### src/rtl/cu_pkg.sv
// Shared encodings for the sequencer control unit: FSM states, instruction
// classes and the 8-bit opcode values the decoder recognises.
package cu_pkg;

    localparam int ST_W = 4;

    localparam logic [ST_W-1:0] ST_START     = 4'd0;
    localparam logic [ST_W-1:0] ST_FETCH     = 4'd1;
    localparam logic [ST_W-1:0] ST_DECODE    = 4'd2;
    localparam logic [ST_W-1:0] ST_EXEC1     = 4'd3;
    localparam logic [ST_W-1:0] ST_EXEC2     = 4'd4;
    localparam logic [ST_W-1:0] ST_INT_PUSH1 = 4'd5;
    localparam logic [ST_W-1:0] ST_INT_PUSH2 = 4'd6;
    localparam logic [ST_W-1:0] ST_INT_VEC   = 4'd7;
    localparam logic [ST_W-1:0] ST_RETI1     = 4'd8;
    localparam logic [ST_W-1:0] ST_RETI2     = 4'd9;
    localparam logic [ST_W-1:0] ST_HALT      = 4'd10;

    typedef enum logic [3:0] {
        CLS_ALU_IMM,
        CLS_WR_REG,
        CLS_RD_REG,
        CLS_RD_DATA,
        CLS_WR_DATA,
        CLS_SJMP,
        CLS_JZ,
        CLS_JNZ,
        CLS_JNC,
        CLS_RETI,
        CLS_HALT
    } instr_class_e;

    localparam logic [7:0] OPC_MOV_A_IMM  = 8'h74;
    localparam logic [7:0] OPC_ADD_IMM    = 8'h24;
    localparam logic [7:0] OPC_SUBB_IMM   = 8'h94;
    localparam logic [7:0] OPC_ORL_IMM    = 8'h44;
    localparam logic [7:0] OPC_ANL_IMM    = 8'h54;
    localparam logic [7:0] OPC_XRL_IMM    = 8'h64;
    localparam logic [7:0] OPC_MOV_RN_IMM = 8'h78;  // 0x78..0x7F
    localparam logic [7:0] OPC_MOV_RN_A   = 8'hF8;  // 0xF8..0xFF
    localparam logic [7:0] OPC_MOV_A_RN   = 8'hE8;  // 0xE8..0xEF
    localparam logic [7:0] OPC_MOV_A_DIR  = 8'hE5;
    localparam logic [7:0] OPC_MOV_DIR_A  = 8'hF5;
    localparam logic [7:0] OPC_SJMP       = 8'h80;
    localparam logic [7:0] OPC_JZ         = 8'h60;
    localparam logic [7:0] OPC_JNZ        = 8'h70;
    localparam logic [7:0] OPC_JNC        = 8'h50;
    localparam logic [7:0] OPC_RETI       = 8'h32;
    localparam logic [7:0] OPC_HALT       = 8'hA5;

    // Register-addressed forms carry the bank index in the low 3 bits.
    function automatic logic is_reg_form(input logic [7:0] op, input logic [7:0] base);
        return op[7:3] == base[7:3];
    endfunction

endpackage

### src/rtl/cu_opcode_decode.sv
// Pure combinational opcode -> instruction class mapping; anything not
// recognised (including any non-zero bits above bit 7) decodes as HALT.
module cu_opcode_decode
    import cu_pkg::*;
#(
    parameter int OPC_W = 8
) (
    input  logic [OPC_W-1:0] opcode_i,
    output instr_class_e     class_o
);

    logic [7:0] op8;
    logic       upper_zero;

    assign op8        = opcode_i[7:0];
    assign upper_zero = ((opcode_i >> 8) == '0);

    // NOTE: every output of a combinational block gets a default first, so no path can infer a latch.
    always_comb begin
        class_o = CLS_HALT;
        if (upper_zero) begin
            if (is_reg_form(op8, OPC_MOV_RN_IMM) || is_reg_form(op8, OPC_MOV_RN_A)) begin
                class_o = CLS_WR_REG;
            end else if (is_reg_form(op8, OPC_MOV_A_RN)) begin
                class_o = CLS_RD_REG;
            end else begin
                case (op8)
                    OPC_MOV_A_IMM, OPC_ADD_IMM, OPC_SUBB_IMM,
                    OPC_ORL_IMM, OPC_ANL_IMM, OPC_XRL_IMM: class_o = CLS_ALU_IMM;
                    OPC_MOV_A_DIR: class_o = CLS_RD_DATA;
                    OPC_MOV_DIR_A: class_o = CLS_WR_DATA;
                    OPC_SJMP:      class_o = CLS_SJMP;
                    OPC_JZ:        class_o = CLS_JZ;
                    OPC_JNZ:       class_o = CLS_JNZ;
                    OPC_JNC:       class_o = CLS_JNC;
                    OPC_RETI:      class_o = CLS_RETI;
                    OPC_HALT:      class_o = CLS_HALT;
                    default:       class_o = CLS_HALT;
                endcase
            end
        end
    end

endmodule

### src/rtl/seq_control_unit.sv
// Microsequencer: fetches FETCH_BYTES instruction bytes, decodes the opcode,
// drives datapath strobes, and handles single-level vectored interrupts.
module seq_control_unit
    import cu_pkg::*;
#(
    parameter  int OPC_W       = 8,
    parameter  int FETCH_BYTES = 2,
    parameter  int NUM_INT     = 2,
    localparam int VEC_W       = (NUM_INT > 1) ? $clog2(NUM_INT) : 1,
    localparam int CNT_W       = (FETCH_BYTES > 1) ? $clog2(FETCH_BYTES) : 1
) (
    input  logic                   clock,
    input  logic                   reset,
    input  logic [OPC_W-1:0]       opcode,
    input  logic                   rom_ready,
    input  logic [NUM_INT-1:0]     int_req,
    input  logic [NUM_INT-1:0]     int_mask,
    output logic                   rom_en,
    output logic                   pc_inc,
    output logic [FETCH_BYTES-1:0] ir_load,
    output logic                   ram_wr_en_reg,
    output logic                   ram_rd_en_reg,
    output logic                   ram_wr_en_data,
    output logic                   ram_rd_en_data,
    output logic                   acc_load,
    output logic [2:0]             ram_reg_sel,
    output logic                   pc_inc_offset,
    output logic                   pc_jmp_z,
    output logic                   pc_jmp_nz,
    output logic                   pc_jmp_nc,
    output logic                   push_stack,
    output logic                   pop_stack,
    output logic                   vec_load,
    output logic [VEC_W-1:0]       vec_id,
    output logic [NUM_INT-1:0]     int_ack,
    output logic                   in_service,
    output logic                   halted
);

    logic [ST_W-1:0]  state_q, state_d;
    logic [CNT_W-1:0] cnt_q, cnt_d;
    logic             in_service_q, in_service_d;
    logic [VEC_W-1:0] winner_q, winner_d;
    instr_class_e     cls_q, cls_d;
    logic [2:0]       reg_sel_q, reg_sel_d;

    instr_class_e     dec_class;
    logic [NUM_INT-1:0] req_masked;
    logic [VEC_W-1:0] win_idx;
    logic             int_take;

    cu_opcode_decode #(.OPC_W(OPC_W)) u_decode (
        .opcode_i (opcode),
        .class_o  (dec_class)
    );

    assign req_masked = int_req & int_mask;
    assign int_take   = (|req_masked) && !in_service_q;

    // Descending scan so the lowest pending index is the last one written.
    always_comb begin
        win_idx = '0;
        for (int i = NUM_INT - 1; i >= 0; i--) begin
            if (req_masked[i]) win_idx = VEC_W'(i);
        end
    end

    always_comb begin
        state_d      = state_q;
        cnt_d        = cnt_q;
        in_service_d = in_service_q;
        winner_d     = winner_q;
        cls_d        = cls_q;
        reg_sel_d    = reg_sel_q;
        case (state_q)
            ST_START, ST_HALT: begin
                if (int_take) begin
                    state_d  = ST_INT_PUSH1;
                    winner_d = win_idx;
                end else if (state_q == ST_START) begin
                    state_d = ST_FETCH;
                    cnt_d   = '0;
                end
            end
            ST_FETCH: begin
                if (rom_ready) begin
                    if (cnt_q == CNT_W'(FETCH_BYTES - 1)) state_d = ST_DECODE;
                    else                                  cnt_d   = cnt_q + CNT_W'(1);
                end
            end
            ST_DECODE: begin
                cls_d     = dec_class;
                reg_sel_d = opcode[2:0];
                case (dec_class)
                    CLS_RETI: state_d = ST_RETI1;
                    CLS_HALT: state_d = ST_HALT;
                    default:  state_d = ST_EXEC1;
                endcase
            end
            ST_EXEC1: begin
                if (cls_q == CLS_WR_REG || cls_q == CLS_RD_REG || cls_q == CLS_RD_DATA)
                    state_d = ST_EXEC2;
                else
                    state_d = ST_START;
            end
            ST_EXEC2:     state_d = ST_START;
            ST_INT_PUSH1: state_d = ST_INT_PUSH2;
            ST_INT_PUSH2: state_d = ST_INT_VEC;
            ST_INT_VEC: begin
                in_service_d = 1'b1;
                state_d      = ST_START;
            end
            ST_RETI1:     state_d = ST_RETI2;
            ST_RETI2: begin
                in_service_d = 1'b0;
                state_d      = ST_START;
            end
            default:      state_d = ST_START;
        endcase
    end

    // NOTE: sequential state uses non-blocking assignments so every register samples pre-edge values.
    always_ff @(posedge clock) begin
        if (reset) begin
            state_q      <= ST_START;
            cnt_q        <= '0;
            in_service_q <= 1'b0;
            winner_q     <= '0;
            cls_q        <= CLS_HALT;
            reg_sel_q    <= '0;
        end else begin
            state_q      <= state_d;
            cnt_q        <= cnt_d;
            in_service_q <= in_service_d;
            winner_q     <= winner_d;
            cls_q        <= cls_d;
            reg_sel_q    <= reg_sel_d;
        end
    end

    logic in_fetch, exec1, exec2, exec_any;

    assign in_fetch = (state_q == ST_FETCH);
    assign exec1    = (state_q == ST_EXEC1);
    assign exec2    = (state_q == ST_EXEC2);
    assign exec_any = exec1 || exec2;

    always_comb begin
        for (int i = 0; i < FETCH_BYTES; i++) begin
            ir_load[i] = in_fetch && rom_ready && (cnt_q == CNT_W'(i));
        end
    end

    assign rom_en         = in_fetch;
    assign pc_inc         = in_fetch && rom_ready;
    assign ram_wr_en_reg  = exec_any && (cls_q == CLS_WR_REG);
    assign ram_rd_en_reg  = exec_any && (cls_q == CLS_RD_REG);
    assign ram_rd_en_data = exec_any && (cls_q == CLS_RD_DATA);
    assign ram_wr_en_data = exec1 && (cls_q == CLS_WR_DATA);
    assign acc_load       = (exec1 && (cls_q == CLS_ALU_IMM))
                         || (exec2 && (cls_q == CLS_RD_REG || cls_q == CLS_RD_DATA));
    assign ram_reg_sel    = (ram_wr_en_reg || ram_rd_en_reg) ? reg_sel_q : 3'd0;
    assign pc_inc_offset  = exec1 && (cls_q == CLS_SJMP);
    assign pc_jmp_z       = exec1 && (cls_q == CLS_JZ);
    assign pc_jmp_nz      = exec1 && (cls_q == CLS_JNZ);
    assign pc_jmp_nc      = exec1 && (cls_q == CLS_JNC);
    assign push_stack     = (state_q == ST_INT_PUSH1) || (state_q == ST_INT_PUSH2);
    assign pop_stack      = (state_q == ST_RETI1) || (state_q == ST_RETI2);
    assign vec_load       = (state_q == ST_INT_VEC);
    assign vec_id         = winner_q;
    assign int_ack        = vec_load ? (NUM_INT'(1) << winner_q) : '0;
    assign in_service     = in_service_q;
    assign halted         = (state_q == ST_HALT);

endmodule

### config.mk
export PLATFORM = sky130hd
export DESIGN_NAME = seq_control_unit
export DESIGN_NICKNAME = d
export VERILOG_FILES = /design/src/rtl/cu_pkg.sv /design/src/rtl/cu_opcode_decode.sv /design/src/rtl/seq_control_unit.sv
export SDC_FILE = /design/constraint.sdc
export NUM_CORES = 1
export LEC_CHECK = 0
export ABC_AREA = 1
export BUFFER_PORTS_ARGS = -buffer_cell sky130_fd_sc_hd__buf_2
export CAP_MARGIN = 40
export CORE_UTILIZATION = 50
export CTS_CLUSTER_SIZE = 16
export DETAILED_ROUTE_END_ITERATION = 7
export PLACE_DENSITY_LB_ADDON = 0.3
export SKIP_CTS_REPAIR_TIMING = 1
export SLEW_MARGIN = 15
export SYNTH_ARGS = -nofsm -noshare
export SYNTH_HDL_FRONTEND = slang
export SYNTH_HIERARCHICAL = 1
export SYNTH_SLANG_ARGS = --single-unit
export TNS_END_PERCENT = 30
### constraint.sdc
create_clock -name clock -period 2.4 [get_ports clock]
set_input_delay 0.36 -clock clock [delete_from_list [all_inputs] [get_ports clock]]
set_output_delay 0.36 -clock clock [all_outputs]
set_load 0.02 [all_outputs]
== After elaboration in Yosys (flattened, before gate mapping) ==
Index checks and enable logic that the tools add are counted.
Widths: inputs -> output; s select.
Word-level totals
  input port bits: 15
  register bits: 14
Cells by class
  add/subtract/negate cells: 1
  equal/unequal tests: 41
  shift-type cells: 1
  bitwise operators: 2
  multiplexer cells: 20
  reduce and logical (&&, ||, !) cells: 34
Operators with widths (count)
  $eq 8x7->1 const B: 7
  $eq 4x3->1 const B: 8
  $eq 8x8->1 const B: 4
  $pmux 4 s8: 1
  $pmux 4 s7: 1
  $eq 4x4->1 const B: 6
  $mux 4: 6
  $eq 4x2->1 const B: 4
  $eq 8x6->1 const B: 2
  $logic_and 1x1->1: 14
  $eq 5x5->1 const B: 2
  $logic_or 1x1->1: 9
  $eq 4x1->1 const B: 2
  $logic_not 4->1: 2
  $ne 2x2->1 const B: 4
  $pmux 4 s2: 1
  $mux 1: 6
  $mux 3: 2
  $reduce_or 6->1: 1
  $eq 5x4->1 const B: 1
  $pmux 1 s2: 2
  $reduce_and 4->1: 1
  $reduce_bool 2->1: 2
  $reduce_or 2->1: 2
  other kinds (9): 9

== Depth between registers and ports, before layout ==
  depth after elaboration: 8
  gate-level depth with buffers: 16
  gate-level depth less buffers: 16

== Modules after synthesis ==
Netlist, hierarchy kept.
By module, submodules not included
  seq_control_unit: area each 835.8 µm², cells each 141, instances 1
  cu_opcode_decode: area each 279.0 µm², cells each 60, instances 1

== Worst setup path before layout ==
OpenSTA, ideal clock, no wires.
  path kind: reg-to-output
  from: register state_q[0]
  to: output ram_reg_sel[0]
  data arrival time: 1.399 ns
  setup slack: 0.641 ns
  data required time: 2.040 ns
  path buffers: 0
  cell stages (with the launch flop): 8
  path through: dfxtp_1 nor2_2 inv_2 nor2_1 o21ai_2 nor2_2 nor2_1 nor2_1
On the way
  longest elaborated chain between the ends: 5
  elaborated cells on any way between the ends: 7
  those cells by class: eq/ne: 2; mux: 1; reduce/logical: 4
Ends and longest elaborated chain
  from (decl): RTL line seq_control_unit.sv:40  | logic [ST_W-1:0] state_q, state_d;
  from (signal assigned): RTL line seq_control_unit.sv:132  | state_q <= state_d;
  $eq 4x2->1 / $eq 4x3->1 (equally long branches): RTL line seq_control_unit.sv:144, seq_control_unit.sv:145
  $logic_or 1x1->1 (*): RTL line seq_control_unit.sv:146  | assign exec_any = exec1 || exec2;
  $logic_and 1x1->1 (*): RTL line seq_control_unit.sv:157  | assign ram_rd_en_reg = exec_any && (cls_q == CLS_RD_REG);
  via ram_rd_en_reg: RTL line seq_control_unit.sv:22  | output logic ram_rd_en_reg,
  $logic_or 1x1->1 (*): RTL line seq_control_unit.sv:162  | assign ram_reg_sel = (ram_wr_en_reg || ram_rd_en_reg) ? reg_sel_q : 3'd0;
  $mux 3 (*): RTL line seq_control_unit.sv:162
  to (decl): RTL line seq_control_unit.sv:26  | output logic [2:0] ram_reg_sel,
Mark *: on every way through the listed nets, which the timed path passes. The rest lies on a longest branch.

== Final worst setup path ==
  from: register state_q[2]
  to: output ram_reg_sel[1]
On the way
  longest elaborated chain between the ends: 5
  elaborated cells on any way between the ends: 7
  those cells by class: eq/ne: 2; mux: 1; reduce/logical: 4
Ends and longest elaborated chain (RTL line)
  $eq 4x2->1 / $eq 4x3->1 (equally long branches): seq_control_unit.sv:144, seq_control_unit.sv:145
  $logic_or 1x1->1 (*): seq_control_unit.sv:146
  $logic_and 1x1->1 (on tied branches): seq_control_unit.sv:156, seq_control_unit.sv:157
  $logic_or 1x1->1 (*): seq_control_unit.sv:162
  $mux 3 (*): seq_control_unit.sv:162
Mark *: on every way between the ends. The rest lies on a longest branch, timed or not.

==> impl_metrics.env <==
export IMPL_setup_violations=0
export IMPL_synth_net_count=216
export IMPL_core_sq_mm=0.00202
export IMPL_num_vias=1307
export IMPL_drv_slew=0
export IMPL_hold_path_depth=2
export IMPL_synth_distinct_cells=20
export IMPL_rr_startpoint="state_q[1]"
export IMPL_cts_root_buffer="clkbuf_4"
export IMPL_fin_crit_sh_pct=85.7
export IMPL_start_kind="flop"
export IMPL_final_hold_viol_count=0
export IMPL_ff2ff_setup_slack_ps=1030
export IMPL_fin_area_sq_mm=0.00137
export IMPL_skew_ps=2.03
export IMPL_postRouteAntennaNets=0
export IMPL_grt_max_degree=16
export IMPL_syn_inst=201
export IMPL_dieWidth_um=49.2
export IMPL_tightestPinTransition_ps=456
export IMPL_worstPathRequired_ps=2040
export IMPL_final_cells=269
export IMPL_max_cap_violations=0
export IMPL_cts_tree="built"
export IMPL_grt_antenna_before_repair=0
export IMPL_power_total_mw=1.05
export IMPL_cts_buffers=3
export IMPL_clkSinkCount=14
export IMPL_syn2layout_area_growth_pct=22.9
export IMPL_clk_latency_ps=290
export IMPL_period_minus_slack_ps=2060
export IMPL_power_density_mw_per_mm2=764
export IMPL_reg2regPathDepth=8
export IMPL_layout_nets=258
export IMPL_grt_pass1_wl_mm=4.38
export IMPL_ir_worst_vdd_uv=502
export IMPL_dp_hpwl_mm=2.08
export IMPL_drive_above_1_share_pct=30.6
export IMPL_worstHoldStart="reset"
export IMPL_portBuffers=38
export IMPL_leakagePower_nw=0.783
export IMPL_ys_seq_area_share_pct=25.1
export IMPL_hold_path_class="input pin to flop"
export IMPL_antenna_cells=0
export IMPL_track_usage_pct=23.0
export IMPL_die_h_um=49.2
export IMPL_r2r_end="state_q[0]"
export IMPL_status="complete, no violations"
export IMPL_rsz0062_at_grt="no"
export IMPL_yosys_warnings=6
export IMPL_dp_slack_ps=610
export IMPL_ys_ff_latch=14
export IMPL_critPathKind="flop to primary output"
export IMPL_critPathMaxFanout=4
export IMPL_drtPass1Iterations=4
export IMPL_clk_path_buf_depth=2
export IMPL_place_area_sq_mm=0.00133
export IMPL_fmax_ghz=0.486
export IMPL_synth_avg_cell_area_sq_um=5.55
export IMPL_tns_ps=0
export IMPL_die_area_sq_mm=0.00242
export IMPL_critPathCaptureType="primary output"
export IMPL_fin_ws_ps=344
export IMPL_syn_cell_area_sq_mm=0.00111
export IMPL_clkTransAtPathRegs_ps=80
export IMPL_drt_wirelength_per_cell_um=9.58
export IMPL_arrival_ps=1700
export IMPL_rows=16
export IMPL_grt_pass1_vias=1095
export IMPL_vias_per_cell=4.86
export IMPL_maxSlewHeadroom_pct=69.5
export IMPL_gp_congestion=0.887
export IMPL_drtIter0Drc=31
export IMPL_holdPathEnd="state_q[1]"
export IMPL_pin_count=39
export IMPL_grt_overflow=0
export IMPL_wirelength_mm=2.58
export IMPL_cts_htree_levels=1
export IMPL_dpl_cell_count=265
export IMPL_start_util_pct=55.1
export IMPL_drc=0
## registers in the layout, indices dropped and copies added (netlist names)
register / flops
cls_q: 4
state_q: 4
reg_sel_q: 3
cnt_q: 1
in_service: 1
vec_id: 1
## worst max-delay path: stages, from the launching register on
cell and delay [ps]:
dfxtp_1 410, inv_2 60, nand2_1 140, nor2_4 60, o21ai_2 220, nor2_2 50, nor2_1 220, nor2_1 80
buf_2 160
## routing by layer
layer	global-route usage (%)	share of wire (%)	vias to the layer above
li1	-	-	708
met1	27.1	48	568
met2	40.9	47	27
met3	5.61	4.0	4
met4	5.88	1.1	0
met5	0	0	-
## power by group
group,switching (mW),internal (mW),leakage (nW)
sequential,0.0605,0.304,0.114
combinational,0.343,0.166,0.648
clock,0.0806,0.0925,0.0210
total,0.484,0.562,0.783
## how the worst max path moves through the flow
stage          startpoint        endpoint  slack, ps  cells past startpoint
6_report       state_q[2]  ram_reg_sel[1]        340                      8
5_1_grt        state_q[0]  ram_reg_sel[1]        180                      8
4_1_cts        state_q[2]  ram_reg_sel[1]        380                      8
3_5_place_dp    opcode[3]      state_q[0]        610                     17
3_3_place_gp    opcode[3]      state_q[0]        620                     17
2_1_floorplan  state_q[0]  ram_reg_sel[0]        640                      7
## synth_stat cells, drive strengths merged
| cell | n | share of area (%) |
|---|---|---|
| dfxtp | 14 | 25 |
| nand2 | 61 | 22 |
| nand3 | 11 | 5.4 |
| buf | 1 | 0.45 |
| o21ai | 8 | 3.9 |
| a21boi | 1 | 0.67 |
| o211ai | 4 | 2.7 |
| nor2 | 45 | 19 |
| nor3 | 4 | 1.8 |
| nand4 | 1 | 0.56 |
| a31oi | 1 | 0.56 |
| inv | 36 | 12 |
| a21oi | 14 | 6.3 |
## area by class of cell
| cell class | count | area [sq um] |
|---|---|---|
| multi-input cells | 150 | 694 |
| fillers | 216 | 652 |
| flip-flops and latches | 14 | 280 |
| repair buffers | 38 | 190 |
| inverters | 36 | 135 |
| clock buffers | 4 | 36.3 |
| well taps | 27 | 33.8 |
## cells in the final DEF (no fill, tap or decap)
cell type   n
nand2_1    55
buf_2      38
nor2_1     34
inv_1      23
a21oi_1    14
dfxtp_1    14
inv_2      13
nand3_1    10
nor2_2      9
nand2_2     6
o21ai_0     5
nor3_1      4
o211ai_1    4
clkbuf_4    3
nor2_4      2
o21ai_1     2
o21ai_2     1
a21boi_1    1
nand4_1     1
a31oi_1     1
clkbuf_8    1
nand3_2     1
## cell families (layout without fill, tap and decap cells)
group / after synthesis / count (layout) / share of synthesized area [%]
AO/OA/AOI/OAI: 28 / 28 / 14.1
flip-flops: 14 / 14 / 25.1
buffers and inverters: 37 / 78 / 12.6
AND/OR/NAND/NOR: 122 / 122 / 48.1
## stage by stage
stage               hold slack [ps]  util, %
floorplan                       429        -
global placement                440     66.0
detailed placement              444     66.0
CTS                             308     67.8
global route                    313     67.8
finish                          310     67.8
Note: power is estimated with default switching activity, not from simulation.
